===== src/rtl/lvl_cross_pkg.sv =====
// Shared types and helpers for the level-crossing reconstructor.
//   lvl_cross_sample_t : {dir, timestamp} view of one input sample (DATA_W wide)
//   mode_e             : output value mode (midpoint / hold crossed level)
//   state_e            : converter FSM states
//   lvl_init()         : reset image of the level table
package lvl_cross_pkg;

  localparam int DATA_W = 16;

  typedef struct packed {
    logic              dir;        // 1 = upward crossing
    logic [DATA_W-2:0] timestamp;  // number of output beats to emit
  } lvl_cross_sample_t;

  typedef enum logic {
    MODE_MID  = 1'b0,
    MODE_HOLD = 1'b1
  } mode_e;

  typedef enum logic [1:0] {
    ST_IDLE,
    ST_FETCH,
    ST_CALC,
    ST_EMIT
  } state_e;

  // Evenly spaced levels across the signed range: MIN + (idx+1)*STEP,
  // STEP = floor(2^data_w / (lvls_num+1)).
  function automatic longint lvl_init(input int idx, input int data_w, input int lvls_num);
    longint step;
    step = (longint'(1) << data_w) / longint'(lvls_num + 1);
    return -(longint'(1) << (data_w - 1)) + longint'(idx + 1) * step;
  endfunction

endpackage


===== src/rtl/lvl_table.sv =====
// Runtime-writable level table with a registered two-entry band read.
//   clock, reset          : system clock, synchronous active-high reset
//   wr_en/wr_addr/wr_data : level write port, applied only when wr_allow=1
//                           and wr_addr < LVLS_NUM
//   wr_allow              : write gate (converter idle)
//   band                  : band index 0..LVLS_NUM to read
//   lo, hi                : registered band limits; band 0 reads MIN as lo,
//                           band LVLS_NUM reads MAX as hi
module lvl_table
  import lvl_cross_pkg::*;
#(
  parameter int DATA_W   = 16,
  parameter int LVLS_NUM = 20,
  parameter int IDX_W    = $clog2(LVLS_NUM + 1)
) (
  input  logic              clock,
  input  logic              reset,
  input  logic              wr_en,
  input  logic [5:0]        wr_addr,
  input  logic [DATA_W-1:0] wr_data,
  input  logic              wr_allow,
  input  logic [IDX_W-1:0]  band,
  output logic [DATA_W-1:0] lo,
  output logic [DATA_W-1:0] hi
);

  localparam int                AW       = $clog2(LVLS_NUM);
  localparam logic [6:0]        LVLS_N7  = 7'(LVLS_NUM);
  localparam logic [IDX_W-1:0]  BAND_MAX = IDX_W'(LVLS_NUM);
  localparam logic [DATA_W-1:0] VAL_MIN  = {1'b1, {(DATA_W-1){1'b0}}};
  localparam logic [DATA_W-1:0] VAL_MAX  = {1'b0, {(DATA_W-1){1'b1}}};

  logic [DATA_W-1:0] lvl [LVLS_NUM];
  logic [IDX_W-1:0]  band_m1;
  logic              wr_ok;

  assign band_m1 = band - IDX_W'(1);
  assign wr_ok   = wr_en & wr_allow & ({1'b0, wr_addr} < LVLS_N7);

  // NOTE: the levels live in flops rather than a RAM macro because they need
  // a defined reset image; a RAM could not be cleared by reset like this.
  always_ff @(posedge clock) begin
    if (reset) begin
      for (int i = 0; i < LVLS_NUM; i++) begin
        lvl[i] <= DATA_W'(lvl_init(i, DATA_W, LVLS_NUM));
      end
      lo <= '0;
      hi <= '0;
    end else begin
      if (wr_ok) begin
        lvl[wr_addr[AW-1:0]] <= wr_data;
      end
      lo <= (band == '0)       ? VAL_MIN : lvl[band_m1[AW-1:0]];
      hi <= (band == BAND_MAX) ? VAL_MAX : lvl[band[AW-1:0]];
    end
  end

endmodule


===== src/rtl/lvl_cross_reconstructor.sv =====
// Level-crossing sample converter: tracks the current amplitude band and, for
// each {dir, timestamp} sample, emits `timestamp` beats of a reconstructed
// value plus {upper, lower} band limits.
//   clock, reset       : system clock, synchronous active-high reset
//   in_data/valid/ready: sample stream {dir (MSB, 1=up), timestamp}
//   cfg_mode           : 0=midpoint, 1=hold crossed level (latched at accept)
//   lvl_wr_*           : level table write port (ignored while busy)
//   out_value/limits   : reconstructed value and {hi, lo}
//   out_valid/ready    : output beat handshake
//   busy               : converter is not idle
//   ovr_cnt            : saturating count of crossings clipped at band 0/LVLS_NUM
module lvl_cross_reconstructor
  import lvl_cross_pkg::*;
#(
  parameter int DATA_W          = 16,
  parameter int LVLS_NUM        = 20,
  parameter int LVL_RESET_VALUE = 10,
  parameter int IDX_W           = $clog2(LVLS_NUM + 1)
) (
  input  logic                clock,
  input  logic                reset,
  input  logic [DATA_W-1:0]   in_data,
  input  logic                in_valid,
  output logic                in_ready,
  input  logic                cfg_mode,
  input  logic                lvl_wr_en,
  input  logic [5:0]          lvl_wr_addr,
  input  logic [DATA_W-1:0]   lvl_wr_data,
  output logic [DATA_W-1:0]   out_value,
  output logic [2*DATA_W-1:0] out_limits,
  output logic                out_valid,
  input  logic                out_ready,
  output logic                busy,
  output logic [15:0]         ovr_cnt
);

  localparam int               TS_W     = DATA_W - 1;
  localparam logic [IDX_W-1:0] BAND_MAX = IDX_W'(LVLS_NUM);

  state_e             state;
  logic [IDX_W-1:0]   band;
  logic [IDX_W-1:0]   band_nxt;
  logic               clip;
  logic               dir_q;
  mode_e              mode_q;
  logic [TS_W-1:0]    beats;
  logic [DATA_W-1:0]  lo;
  logic [DATA_W-1:0]  hi;
  logic signed [DATA_W:0] sum;
  logic [DATA_W-1:0]  mid;
  logic               accept;

  // in_ready is decoded from state so it is already high in the first cycle
  // after reset releases, and held low while reset is asserted.
  assign in_ready = (state == ST_IDLE) & ~reset;
  assign busy     = (state != ST_IDLE);
  assign accept   = in_valid & in_ready;

  lvl_table #(
    .DATA_W   (DATA_W),
    .LVLS_NUM (LVLS_NUM),
    .IDX_W    (IDX_W)
  ) u_table (
    .clock    (clock),
    .reset    (reset),
    .wr_en    (lvl_wr_en),
    .wr_addr  (lvl_wr_addr),
    .wr_data  (lvl_wr_data),
    .wr_allow (~busy),
    .band     (band),
    .lo       (lo),
    .hi       (hi)
  );

  // NOTE: every always_comb output gets a default first so no path leaves it
  // unassigned, which would otherwise infer a latch.
  always_comb begin
    band_nxt = band;
    clip     = 1'b0;
    if (in_data[DATA_W-1]) begin
      if (band == BAND_MAX) clip = 1'b1;
      else                  band_nxt = band + IDX_W'(1);
    end else begin
      if (band == '0) clip = 1'b1;
      else            band_nxt = band - IDX_W'(1);
    end
  end

  // Midpoint at DATA_W+1 bits so lo+hi cannot overflow; the arithmetic shift
  // is taking the upper DATA_W bits of the sign-extended sum.
  always_comb begin
    sum = $signed({lo[DATA_W-1], lo}) + $signed({hi[DATA_W-1], hi});
    mid = sum[DATA_W:1];
  end

  // NOTE: all state here uses non-blocking assignments so every register
  // samples pre-edge values, independent of statement order.
  always_ff @(posedge clock) begin
    if (reset) begin
      state      <= ST_IDLE;
      band       <= IDX_W'(LVL_RESET_VALUE);
      dir_q      <= 1'b0;
      mode_q     <= MODE_MID;
      beats      <= '0;
      out_valid  <= 1'b0;
      out_value  <= '0;
      out_limits <= '0;
      ovr_cnt    <= '0;
    end else begin
      case (state)
        ST_IDLE: begin
          if (accept) begin
            dir_q  <= in_data[DATA_W-1];
            beats  <= in_data[TS_W-1:0];
            mode_q <= mode_e'(cfg_mode);
            band   <= band_nxt;
            if (clip && (ovr_cnt != 16'hFFFF)) ovr_cnt <= ovr_cnt + 16'd1;
            state  <= ST_FETCH;
          end
        end
        ST_FETCH: state <= ST_CALC;  // table registers lo/hi for the new band
        ST_CALC: begin
          out_value  <= (mode_q == MODE_HOLD) ? (dir_q ? lo : hi) : mid;
          out_limits <= {hi, lo};
          if (beats == '0) begin
            state <= ST_IDLE;
          end else begin
            out_valid <= 1'b1;
            state     <= ST_EMIT;
          end
        end
        ST_EMIT: begin
          if (out_ready) begin
            beats <= beats - TS_W'(1);
            if (beats == TS_W'(1)) begin
              out_valid <= 1'b0;
              state     <= ST_IDLE;
            end
          end
        end
        default: state <= ST_IDLE;
      endcase
    end
  end

endmodule


===== config.mk =====
export PLATFORM = sky130hd
export DESIGN_NAME = lvl_cross_reconstructor
export DESIGN_NICKNAME = d
export VERILOG_FILES = /design/src/rtl/lvl_cross_pkg.sv /design/src/rtl/lvl_table.sv /design/src/rtl/lvl_cross_reconstructor.sv
export SDC_FILE = /design/constraint.sdc
export NUM_CORES = 1
export LEC_CHECK = 0
export CAP_MARGIN = 0
export CORE_AREA = 2 2 313 315
export CTS_CLUSTER_DIAMETER = 50
export DETAILED_ROUTE_END_ITERATION = 8
export DIE_AREA = 0 0 315 317
export PLACE_DENSITY = 0.46
export SLEW_MARGIN = 15
export SYNTH_ARGS = -nofsm -noshare
export SYNTH_HDL_FRONTEND = slang
export SYNTH_SLANG_ARGS = --single-unit
export TNS_END_PERCENT = 5

===== constraint.sdc =====
create_clock -name clock -period 4.3 [get_ports clock]
set_clock_uncertainty 0.15 [all_clocks]
set_input_delay 0.86 -clock clock [delete_from_list [all_inputs] [get_ports clock]]
set_output_delay 0.86 -clock clock [all_outputs]
set_load 0.005 [all_outputs]

### Word-level counts from Yosys, hierarchy flattened

Memory sizes are Yosys's and may differ from the RTL's. A register that Yosys moved wholly into a read port is not among the register bits.
Index checks and enable logic that the tools add are counted.

| word-level totals | value |
|---|---|
| word-level logic and storage cells | 86 |
| output and inout port bits | 67 |
| register bits after elaboration | 121 |
| memory bits (writable) | 320 |
| memories kept | 1 |
| bits of input ports | 44 |

Memories:

| name | depth | bits a word | rd ports | clocked after Yosys merged registers in | wr ports | line | source |
|---|---|---|---|---|---|---|---|
| u_table.lvl | 20 | 16 | 2 | 1 | 20 | lvl_table.sv:33 | `logic [DATA_W-1:0] lvl [LVLS_NUM];` |

| cells by class | value |
|---|---|
| reductions and logical operators | 16 |
| equality and inequality tests | 12 |
| $lt $le $gt $ge | 1 |
| add/sub/neg operators | 5 |
| bitwise gates (word level) | 6 |
| mux-type cells | 32 |

Operators with widths:

| cell | count |
|---|---|
| two-way mux 16 bit | 4 |
| two-way mux 15 bit | 3 |
| two-way mux 5 bit | 6 |
| one-hot mux 15 bit (2 select lines) | 1 |
| adder 16 x 16 -> 17 bit | 1 |
| adder 16 x 1 -> 16 bit (second input constant) | 1 |
| inequality test 16 bit (second input constant) | 1 |
| OR reduction 16 bit | 1 |
| == test 15 x 1 -> 1 bit (second input constant) | 1 |
| logical NOT 15 bit | 1 |
| subtractor 15 x 1 -> 15 bit (second input constant) | 1 |
| two-way mux 1 bit | 12 |
| inequality test 2 bit (second input constant) | 6 |
| AND reduction 3 bit | 3 |
| two-way mux 2 bit | 4 |
| one-hot mux 2 bit (4 select lines) | 1 |
| AND reduction 4 bit | 2 |
| < comparator 6 x 5 -> 1 bit (second input constant) | 1 |
| nonzero test 2 bit | 3 |
| adder 5 x 1 -> 5 bit (second input constant) | 1 |
| == test 5 bit (second input constant) | 1 |
| logical NOT 5 bit | 1 |
| subtractor 5 x 1 -> 5 bit (second input constant) | 1 |
| bitwise AND 1 bit | 4 |
| other kinds (8) | 11 |

### Depth between registers and ports, before layout

Gate-level depths: netlist of run 1.

| depth | value |
|---|---|
| word-level depth | 9 |
| depth in mapped cells | 12 |
| mapped depth without buffers | 8 |

### Hierarchy

A second synthesis of run 1 with hierarchy kept.

| unflattened totals | value |
|---|---|
| cell total of the unflattened synthesis | 2333 |
| area total of the unflattened synthesis | 32198.4 µm² |

Modules (own cells, without submodules):

| module | area each (µm²) | instances | cells an instance | seq. area each (µm²) |
|---|---|---|---|---|
| lvl_table | 27183.6 | 1 | 1699 | 16015.4 |
| lvl_cross_reconstructor | 5014.8 | 1 | 634 | 1781.7 |

### Worst setup path after synthesis of run 1

Ideal clock, no wire load.

| timing | value |
|---|---|
| path type | input to register |
| start | input reset |
| end | memory u_table.lvl[5][0] (enable) |
| setup time | 0.411 ns |
| stages on the path | 7 |
| data required time | 3.739 ns |
| arrival time | 2.994 ns |
| setup slack | 0.744 ns |
| path buffers | 2 |
| cells stage by stage | clkbuf_1 -> nor3_2 -> nand2_1 -> nor2_2 -> nand3b_1 -> clkbuf_1 -> o21ai_0 |

RTL lines:

| what | line | source |
|---|---|---|
| start: declaration | lvl_cross_reconstructor.sv:21 | `input logic reset,` |
| end: declaration | lvl_table.sv:33 |  |

==> results of run 1 <==
[cells in the final DEF, fill, tap and decap left out, types with 6 or more instances in the layout]
| cell type | n |
|---|---|
| xor2_1 | 7 |
| o21ai_0 | 28 |
| nand3_1 | 15 |
| a31oi_1 | 7 |
| o22ai_1 | 22 |
| mux2i_1 | 19 |
| nand2b_1 | 42 |
| clkinv_2 | 13 |
| conb_1 | 192 |
| mux4_2 | 319 |
| bufinv_16 | 8 |
| clkbuf_1 | 15 |
| dfxtp_1 | 121 |
| inv_1 | 12 |
| inv_6 | 12 |
| clkinv_1 | 6 |
| buf_4 | 90 |
| and2_1 | 205 |
| a21oi_1 | 90 |
| nand2_1 | 143 |
| xnor2_1 | 20 |
| nor3_2 | 13 |
| or2_2 | 9 |
| buf_12 | 14 |
| o21ai_2 | 15 |
| nor3_1 | 15 |
| nand4_1 | 10 |
| nor2_1 | 85 |
| clkinvlp_4 | 11 |
| or3_1 | 90 |
| clkinv_4 | 6 |
| clkdlybuf4s50_1 | 104 |
| a221oi_1 | 8 |
| clkbuf_16 | 97 |
| ha_1 | 20 |
| a21o_1 | 8 |
| edfxtp_1 | 512 |
| a211oi_1 | 12 |
[area by class of cell]
type / instances / area, µm² / area share [%]
well taps: 1276 / 1600 / 4.14
clock inverters: 60 / 652 / 1.69
multi-input cells: 1467 / 13800 / 35.7
diodes: 1 / 2.50 / 0.00649
clock buffers: 116 / 2540 / 6.59
inverters: 14 / 52.6 / 0.136
flip-flops and latches: 638 / 17900 / 46.5
repair buffers: 213 / 2020 / 5.25
[per-stage QoR]
step | setup WS [ns] | hold slack [ns] | instances
2_1_floorplan | 0.744 | 0.294 | 2307
3_5_place_dp | 0.701 | 0.302 | 3608
4_1_cts | 1.00 | 0.309 | 3784
3_3_place_gp | 0.564 | 0.299 | 3608
6_report | 1.03 | 0.305 | 3785
5_1_grt | 0.872 | 0.331 | 3784
[kinds of logic (layout without fill, tap and decap cells)]
kind of cell               count (synthesis)  in the layout
AOI/OAI and AO/OA                        222            222
DFF                                      638            638
adders and majority gates                 22             22
muxes                                    343            343
xor gates and xnor gates                  31             31
buffers and inverters                    202            403
other                                      1            193
and+or+nand+nor                          657            657
[layer usage]
| metal | global-route usage [%] | wire length, µm | up-vias |
|---|---|---|---|
| li1 | - | - | 8749 |
| met1 | 27.0 | 42200 | 10600 |
| met2 | 34.7 | 50100 | 806 |
| met3 | 4.02 | 7030 | 173 |
| met4 | 6.99 | 3440 | 0 |
| met5 | 0 | 0 | - |
[path summary, 6_finish.rpt]
| path | endpoint | depth (start not counted) | startpoint |
|---|---|---|---|
| setup / recovery | u_table.hi[5] | 5 | flip-flop |
| hold / removal | out_limits[29] | 2 | out_limits[29] |
| hold reg to reg | out_limits[29] | 2 | out_limits[29] |
| setup reg to reg | u_table.hi[5] | 5 | flip-flop |
[flip-flops by register name, indices dropped and copies added, names as in the netlist, named ones only]
register     cells
dir_q            1
mode_q           1
out_valid        1
u_table.lo      16
band             5
u_table.hi      16
out_limits      32
u_table.lvl    512
ovr_cnt         16
out_value       16
beats           15
state            2
[Yosys cell counts (5+ instances only)]
library cell  number  area share [%]
edfxtp_1         512              49
mux4_2           319              23
and2_1           205             4.1
nand2_1          143             1.7
clkbuf_1         132             1.6
dfxtp_1          126             8.0
a21oi_1           90             1.4
or3_1             90             1.8
nor2_1            86             1.0
nand2b_1          43            0.85
o21ai_0           43            0.68
buf_2             39            0.62
xnor2_1           23            0.64
o22ai_1           22            0.44
ha_1              21            0.83
mux2i_1           19            0.60
nor3_1            18            0.28
buf_1             15            0.18
nand3_1           15            0.24
a211oi_1          12            0.28
inv_1             12            0.14
nand4_1           10            0.20
nor3_2            10            0.32
or2_2              9            0.18
a21o_1             8            0.19
a221oi_1           8            0.22
xor2_1             8            0.22
a31oi_1            7            0.14
mux2_2             5            0.18
[power by group through the flow]
stage	sequential (W)	clock (W)	combinational [W]
after global placement	0.00735	0	0.00237
after floorplan	0.00722	0	0.00159
final	0.00724	0.00779	0.00237
after detailed placement	0.00737	0	0.00238
after global routing	0.00728	0.00820	0.00253
after CTS	0.00724	0.00796	0.00239
[worst max-delay path: stages (launching register included)]
cell and delay, ns:
dfxtp_4 0.79, buf_4 0.37, mux4_2 0.53, mux4_2 0.55, o22ai_1 0.58, nor2_1 0.09
==> metrics, run 1 <==
multiplexer share of the synthesized area between 20% and 30%; fin area roughly 39,000 µm²; row count about 110; Syn. warnings 0; worst hold path type reg -> reg; Post-DRT Antenna Nets 0; Async SR Flop Fraction 0%; TNS Setup 0 ns; Tcrit/Tclk final between 70% and 80%; H-tree Lvls 3; Final nets around 2,500; TritonCTS Buffers 95; main combinational cell family by area after synthesis multiplexers; switch share between 20% and 30%; Hold Violations, Final 0; die width 315 µm; CTS tree yes; first-pass GRT wire length approximately 150 mm; crit path capture type flip-flop; drt total wl roughly 100 mm; hold buffer count at CTS 0; most common flop cell mapped by yosys edfxtp_1; routed len/inst roughly 27 µm; routed vias/inst around 5.4; Worst Tran Pin Value 1.19 ns; largest net degree at the start of global routing 90; combinational share of power 13.6%; Post-Syn Area 31,600 µm²; share of post-route cells with drive strength above 1 approximately 26%; Area Growth Syn to Fin 21.8%; Overflow after GRT 0; DRC Markers 0; initial antenna violation count 4; post-CTS resize count 0; Fillers 8,904; Core Region a little under 100,000 µm²; fmax between 300 and 400 MHz; status finished, final reports clean; Yosys reg bits about 640; Pre-antenna DRT Iters 6; minimum clock period 3.27 ns; worst-skew pair later-pin latency 0.66 ns; critical path data arrival time around 3.6 ns; unrepaired setup endpoints after global routing no; Compound-Gate Fraction of Synth Area between 4 and 5%; Switch Pwr approximately 0.0045 W; Max Root-Sink Buffers 3; initial core utilization about 33%; Crit Path Max Fanout 28; PwrDens 452 nW/µm²; sequential area share after synthesis around 57%; via count around 20,000; Placed Instance Area roughly 35,000 µm²; Max Cap Violations 0; Mapped Cells ~2,100; Post-CTS Setup Inserts 0; clk sinks between 600 and 700; syn_area_per_cell between 10 and 15 µm²; critical path required time ~4.7 ns; number of synthesized flops with an enable pin about 500; Chip Height 317 µm; Pwr Total ~0.017 W; final core utilization about 40%; R2R setup slack ~1.0 ns; Post-Synth XOR/XNOR Area less than 1%; LEAKAGE ~13 nW; drt first-iter violations between 1,500 and 2,000; I/O Buffers 110; internal power 0.0129 W; Cell variety after synth 65; Setup Viol. Count Final 0; VDD IR-drop max just under 0.3 mV; number of global-route vias before repair between 20,000 and 25,000; Synth Area in Simple Gates 11.3%; Global Route Usage Sum about 21%; Startpoint Class flip-flop; gp weighted congestion approximately 0.83; Slew Limit Fails 0; die area ~100,000 µm²; adder-cell area share of the yosys netlist less than 1%; Clock transition at path regs around 0.06 ns; hpwl dp slightly below 70 mm; root buffer cell clkbuf_16; # IOs about 110; share of total power in the clock network between 40% and 50%; critical path class reg -> reg; share of power burned in registers a little over two fifths; Slew HR about a fifth
No activity file was read; power rests on OpenSTA's default activity.
==> run 2, diff against run 1 <==
==> constraint.sdc (replaced) <==
create_clock -name clock -period 3.1 [get_ports clock]
set_clock_uncertainty 0.15 [all_clocks]
set_input_delay 0.62 -clock clock [delete_from_list [all_inputs] [get_ports clock]]
set_output_delay 0.62 -clock clock [all_outputs]
set_load 0.005 [all_outputs]
==> run 2 against run 1 <==
Final cell count grew 2.1%. Sequential power grew 38%. First-iteration DRC count shrank 1.7%. Combinational power grew 47%. Critical endpoint is now u_table.hi[10]. Highest routed layer is now met5.
==> metrics, run 2 (synthesis gave the netlist of run 1 again) <==
max reg flops 512; Global Route Usage Sum a little over a fifth; Slew Limit Fails 0; CP most frequent cell mux4_2; CP bufs+invs 2; row count 114; hold buffer count at CTS 0; crit-path cells buf_12, mux4_2, mux4_2, o22ai_1, buf_4, nor2_1; PwrDens 629 nW/µm²; crit path capture type flip-flop; DRC Markers 0; most frequent cells in the layout edfxtp_1, mux4_2, and2_1; Slew HR between 20% and 30%; Max Cap Violations 0; Clock transition at path regs ~0.050 ns; Core Region 96,300 µm²; gp weighted congestion roughly 0.84; Setup Viol. Count Final 0; first-pass GRT wire length approximately 150 mm; routed len/inst about 27 µm; routed vias/inst around 5.4; root buffer cell clkbuf_16; share of post-route cells with drive strength above 1 between 20% and 30%; unrepaired setup endpoints after global routing no; Reg with most FFs u_table.lvl; Post-DRT Antenna Nets 0; initial antenna violation count 4; VDD IR-drop max approximately 0.35 mV; critical path required time ~3.5 ns; Top delay family on crit path multiplexers; drt first-iter violations 1,839; hpwl dp around 70 mm; status finished, final reports clean; number of global-route vias before repair 21,400; Pre-antenna DRT Iters 7; post-CTS resize count 0; crit-path max cell delay ~0.58 ns; worst setup margin between 0.2 and 0.25 ns; worst hold path type reg -> reg; die width between 300 and 400 µm; biggest regs u_table.lvl (512), out_limits (32); # IOs 111; CTS tree yes; critical path class reg -> reg; Worst Tran Pin Value approximately 1.1 ns; TritonCTS Buffers 94; I/O Buffers 110; most common cell after layout, fill and taps aside edfxtp_1; LEAKAGE 13.4 nW; Tcrit/Tclk final 93.2%; via count just over 20,000; min-delay src out_limits[7]; worst-skew pair later-pin latency 0.66 ns; drt total wl 104 mm; Fillers 8,835; initial core utilization about 33%; largest net degree at the start of global routing 54; Slowest-stage cell, CP mux4_2; Post-CTS Setup Inserts 0; Chip Height between 300 and 400 µm; minimum clock period about 2.9 ns; clk sinks between 600 and 700; critical path data arrival time roughly 3.2 ns; Max Root-Sink Buffers 3; fmax 346 MHz; Area Growth Syn to Fin 25.6%; H-tree Lvls 3; Startpoint Class flip-flop; Final nets around 2,600; die area 99,900 µm²; Overflow after GRT 0; TNS Setup 0 ns; Hold Violations, Final 0; post-placement setup slack 0.0233 ns; Crit Path Max Fanout 47
[run 2: changes by cell type in the layout (fill, tap and decap cells not counted), moves of 3 or more]
cell,before,now
clkbuf_1,15,11
buf_2,5,0
clkdlybuf4s50_1,104,109
clkinv_4,6,3
clkbuf_8,4,1
inv_6,12,15
buf_4,90,140
bufinv_16,8,19
clkinv_8,3,0
buf_12,14,45
clkinvlp_4,11,8
[run 2: routing by layer]
| layer | share of wire [%] | vias up | GRT usage (%) |
|---|---|---|---|
| li1 | - | 8937 | - |
| met1 | 42 | 10900 | 27.9 |
| met2 | 48 | 711 | 35.0 |
| met3 | 5.5 | 188 | 3.16 |
| met4 | 3.7 | 2 | 7.37 |
| met5 | 0.0087 | - | 0 |
[run 2: worst paths after layout]
kind | slack [ns] | cells after the start | to
hold reg to reg | 0.31 | 2 | out_limits[7]
setup reg to reg | 0.21 | 6 | u_table.hi[10]
hold / removal | 0.31 | 2 | out_limits[7]
setup / recovery | 0.21 | 6 | u_table.hi[10]
[run 2: worst min-delay path, stage by stage (launching register included)]
cell and delay (ns):
dfxtp_1 0.31, nand2_1 0.05, a21oi_1 0.05
[run 2: metrics by stage]
step	instances	instance area (µm²)	power [W]	util, %	hold WS (ns)
final	3864	39700	0.0250	41.3	0.309
after global routing	3863	39700	0.0258	41.2	0.335
after CTS	3863	39700	0.0252	41.2	0.311
after detailed placement	3689	36400	0.0137	37.8	0.303
after global placement	3689	36400	0.0136	37.8	0.298
after floorplan	2307	32300	0.0122	-	0.294
[run 2: final cells by class]
type	count	area (µm²)	area share (%)
multi-input cells	1467	13800	34.6
repair buffers	294	3040	7.66
well taps	1276	1600	4.02
flip-flops and latches	638	17900	45.1
inverters	14	52.6	0.132
clock inverters	67	925	2.33
clock buffers	107	2430	6.12
diodes	1	2.50	0.00630
[run 2: where the power goes]
part | leakage, nW | switching (W) | internal, W | total, W
registers | 5.80 | 0.000312 | 0.00969 | 0.0100
clock network | 1.63 | 0.00418 | 0.00729 | 0.0115
logic | 5.96 | 0.00179 | 0.00170 | 0.00349
==> run 3, diff against run 2 <==
--- a/config.mk
+++ b/config.mk
@@ -5,11 +5,12 @@
 export SDC_FILE = /design/constraint.sdc
 export NUM_CORES = 1
 export LEC_CHECK = 0
+export ABC_AREA = 1
 export CAP_MARGIN = 0
-export CORE_AREA = 2 2 313 315
+export CORE_AREA = 2 2 327 329
 export CTS_CLUSTER_DIAMETER = 50
 export DETAILED_ROUTE_END_ITERATION = 8
-export DIE_AREA = 0 0 315 317
+export DIE_AREA = 0 0 329 331
 export PLACE_DENSITY = 0.46
 export SLEW_MARGIN = 15
 export SYNTH_ARGS = -nofsm -noshare
==> run 3 against run 2 <==
Combinational power rose to 3.0 times the previous value. Register-to-register slack better by 0.02 ns. Total power up 30%. Flip-flop and latch count unchanged. Critical path type unchanged. Highest routed layer is now met4. Critical endpoint is now u_table.lo[13].
==> metrics, run 3 <==
Yosys reg bits between 600 and 700; Max Root-Sink Buffers 3; minimum clock period between 2 and 3 ns; Final nets roughly 4,700; CTS tree yes; sequential area share after synthesis 51.7%; Top delay family on crit path buffers and inverters; critical path required time 3.53 ns; most common cell after layout, fill and taps aside nand2_1; TritonCTS Buffers roughly 100; Placed Instance Area ~39,000 µm²; cell taking the most area after synthesis edfxtp_1; root buffer cell clkbuf_16; critical path class reg -> reg; hpwl dp between 80 and 90 mm; clk sinks between 600 and 700; TNS Setup 0 ns; Post-DRT Antenna Nets 0; Slew HR between 40% and 50%; Worst Tran Pin Value 0.808 ns; CP most frequent cell nor2_1; share of post-route cells with drive strength above 1 under 10%; unrepaired setup endpoints after global routing no; fin area roughly 42,000 µm²; row count between 100 and 150; Async SR Flop Fraction 0%; via count a little over 30,000; Slew Limit Fails 0; drt first-iter violations a little under 3,000; largest net degree at the start of global routing ~140; Reg with most FFs u_table.lvl; worst hold path type reg -> reg; post-CTS resize count 0; Startpoint Class flip-flop; DRC Markers 0; Clock transition at path regs roughly 0.06 ns; Core Region roughly 100,000 µm²; Setup Viol. Count Final 0; max reg flops just over 500; first-pass GRT wire length approximately 190 mm; status finished, final reports clean; VDD IR-drop max about 0.47 mV; number of synthesized flops with an enable pin between 500 and 600; routed len/inst 20.4 µm; Cell variety after synth 44; Max Cap Violations 0; hold buffer count at CTS 0; Hold Violations, Final 0; Inst Count DP 5,929; Tcrit/Tclk final 92.6%; critical path data arrival time about 3.3 ns; gp weighted congestion 0.881; H-tree Lvls 3; LEAKAGE between 15 and 20 nW; Global Route Usage Sum roughly 23%; antenna fix cells 0; Slowest-stage cell, CP ha_4; Syn. warnings 0; most common flop cell mapped by yosys edfxtp_1; fmax between 300 and 400 MHz; Pre-antenna DRT Iters 5; die width about 330 µm; Area Growth Syn to Fin 21.3%; top cells by count, synth nand2_1, nand3_1, inv_1; worst-skew pair later-pin latency slightly below 0.7 ns; CP bufs+invs 3; initial antenna violation count 0; Post-CTS Setup Inserts 0; crit path capture type flip-flop; drt total wl around 120 mm; most frequent cells in the layout nand2_1, nand3_1, edfxtp_1; post-route insts no fill between 6,000 and 7,000; I/O Buffers 110; PwrDens between 700 and 800 nW/µm²; biggest regs u_table.lvl (512), out_limits (32); routed vias/inst 4.96; Overflow after GRT 0; crit-path cells inv_1, ha_4, buf_12, buf_4, o211ai_1, nand3_1, nand2_1, o21ai_1, nor2_1, nor2_1; Crit Path Max Fanout 60; synth top area cells edfxtp_1, nand2_1, nand3_1, dfxtp_1, o21ai_0; Mapped Cells between 4,000 and 5,000; die area ~110,000 µm²; Chip Height 331 µm; Post-Syn Area approximately 35,000 µm²; crit-path max cell delay between 0.4 and 0.5 ns; initial core utilization between 30% and 40%; top-count cell post-synth nand2_1; Synth top area share between 40% and 50%; syn_area_per_cell ~7.9 µm²; # IOs roughly 110; Fillers about 11,000; number of global-route vias before repair between 20,000 and 30,000
## run 3: cell count changes in the layout (fill, tap and decap cells not counted), moves of 26 or more
cell      change
nand2_1     +967
a21oi_1     +154
nor2_2       +43
o211ai_1     +81
or3_1        -90
o21ai_0     +357
nand3_1     +544
inv_1       +498
nand2b_1     -42
mux4_2      -319
and2_1      -205
inv_2        +26
nor2_1      +248
## run 3: worst reg2reg max path: stages (launching register included)
cell      delay [ns]
dfxtp_1         0.35
inv_1           0.11
ha_4            0.42
buf_12          0.33
buf_4           0.31
o211ai_1        0.15
nand3_1         0.14
nand2_1         0.06
o21ai_1         0.34
nor2_1          0.18
nor2_1          0.23
## run 3: layout make-up
class	instances	area, µm²	area share (%)
timing repair buffer	279	2770	6.59
sequential	638	17900	42.6
clock inverter	77	782	1.86
clock buffer	112	2600	6.19
inverter	544	2060	4.90
tap	1391	1740	4.14
multi-input combinational	3077	14200	33.7
## run 3: worst paths after layout
kind,slack (ns),cells after the start,end,start
hold / removal,0.30,2,out_valid,out_valid
hold reg to reg,0.30,2,out_valid,out_valid
setup / recovery,0.23,10,u_table.lo[13],band[1]
setup reg to reg,0.23,10,u_table.lo[13],band[1]
## run 3: routing by layer
metal / vias to the layer above / GRT usage, % / part of all wire (%)
met5: - / 0 / 0
met4: 0 / 7.47 / 3.3
met3: 205 / 3.58 / 6.5
met2: 1047 / 34.5 / 44
met1: 14300 / 33.1 / 47
li1: 14800 / - / -
## run 3: where the power goes
group / internal [W] / switching, W / total, W / leakage (nW)
Clock: 0.00688 / 0.00443 / 0.0113 / 1.63
Combinational: 0.00336 / 0.00708 / 0.0104 / 10.2
Sequential: 0.0100 / 0.000629 / 0.0107 / 5.79
Total: 0.0203 / 0.0121 / 0.0324 / 17.7
## run 3: cells by family (layout without fill, tap and decap cells)
kind of cell,after synthesis,after routing,synth area share (%)
AOI/OAI and AO/OA,743,743,11.4
xor gates and xnor gates,22,22,0.578
adders and majority gates,22,22,0.816
buffers and inverters,838,1012,9.65
DFF,638,638,51.7
other,1,192,0.0108
and+or+nand+nor,2098,2098,25.8
## run 3: stage by stage
stage	hold WS (ns)	worst slack, ns	total power [W]	utilization (%)
6_report	0.301	0.229	0.0324	40.0
3_5_place_dp	0.307	0.0936	0.0212	36.8
5_1_grt	0.330	0.165	0.0341	40.0
2_1_floorplan	0.292	0.597	0.0167	-
4_1_cts	0.314	0.347	0.0326	40.0
3_3_place_gp	0.297	0.110	0.0212	36.8
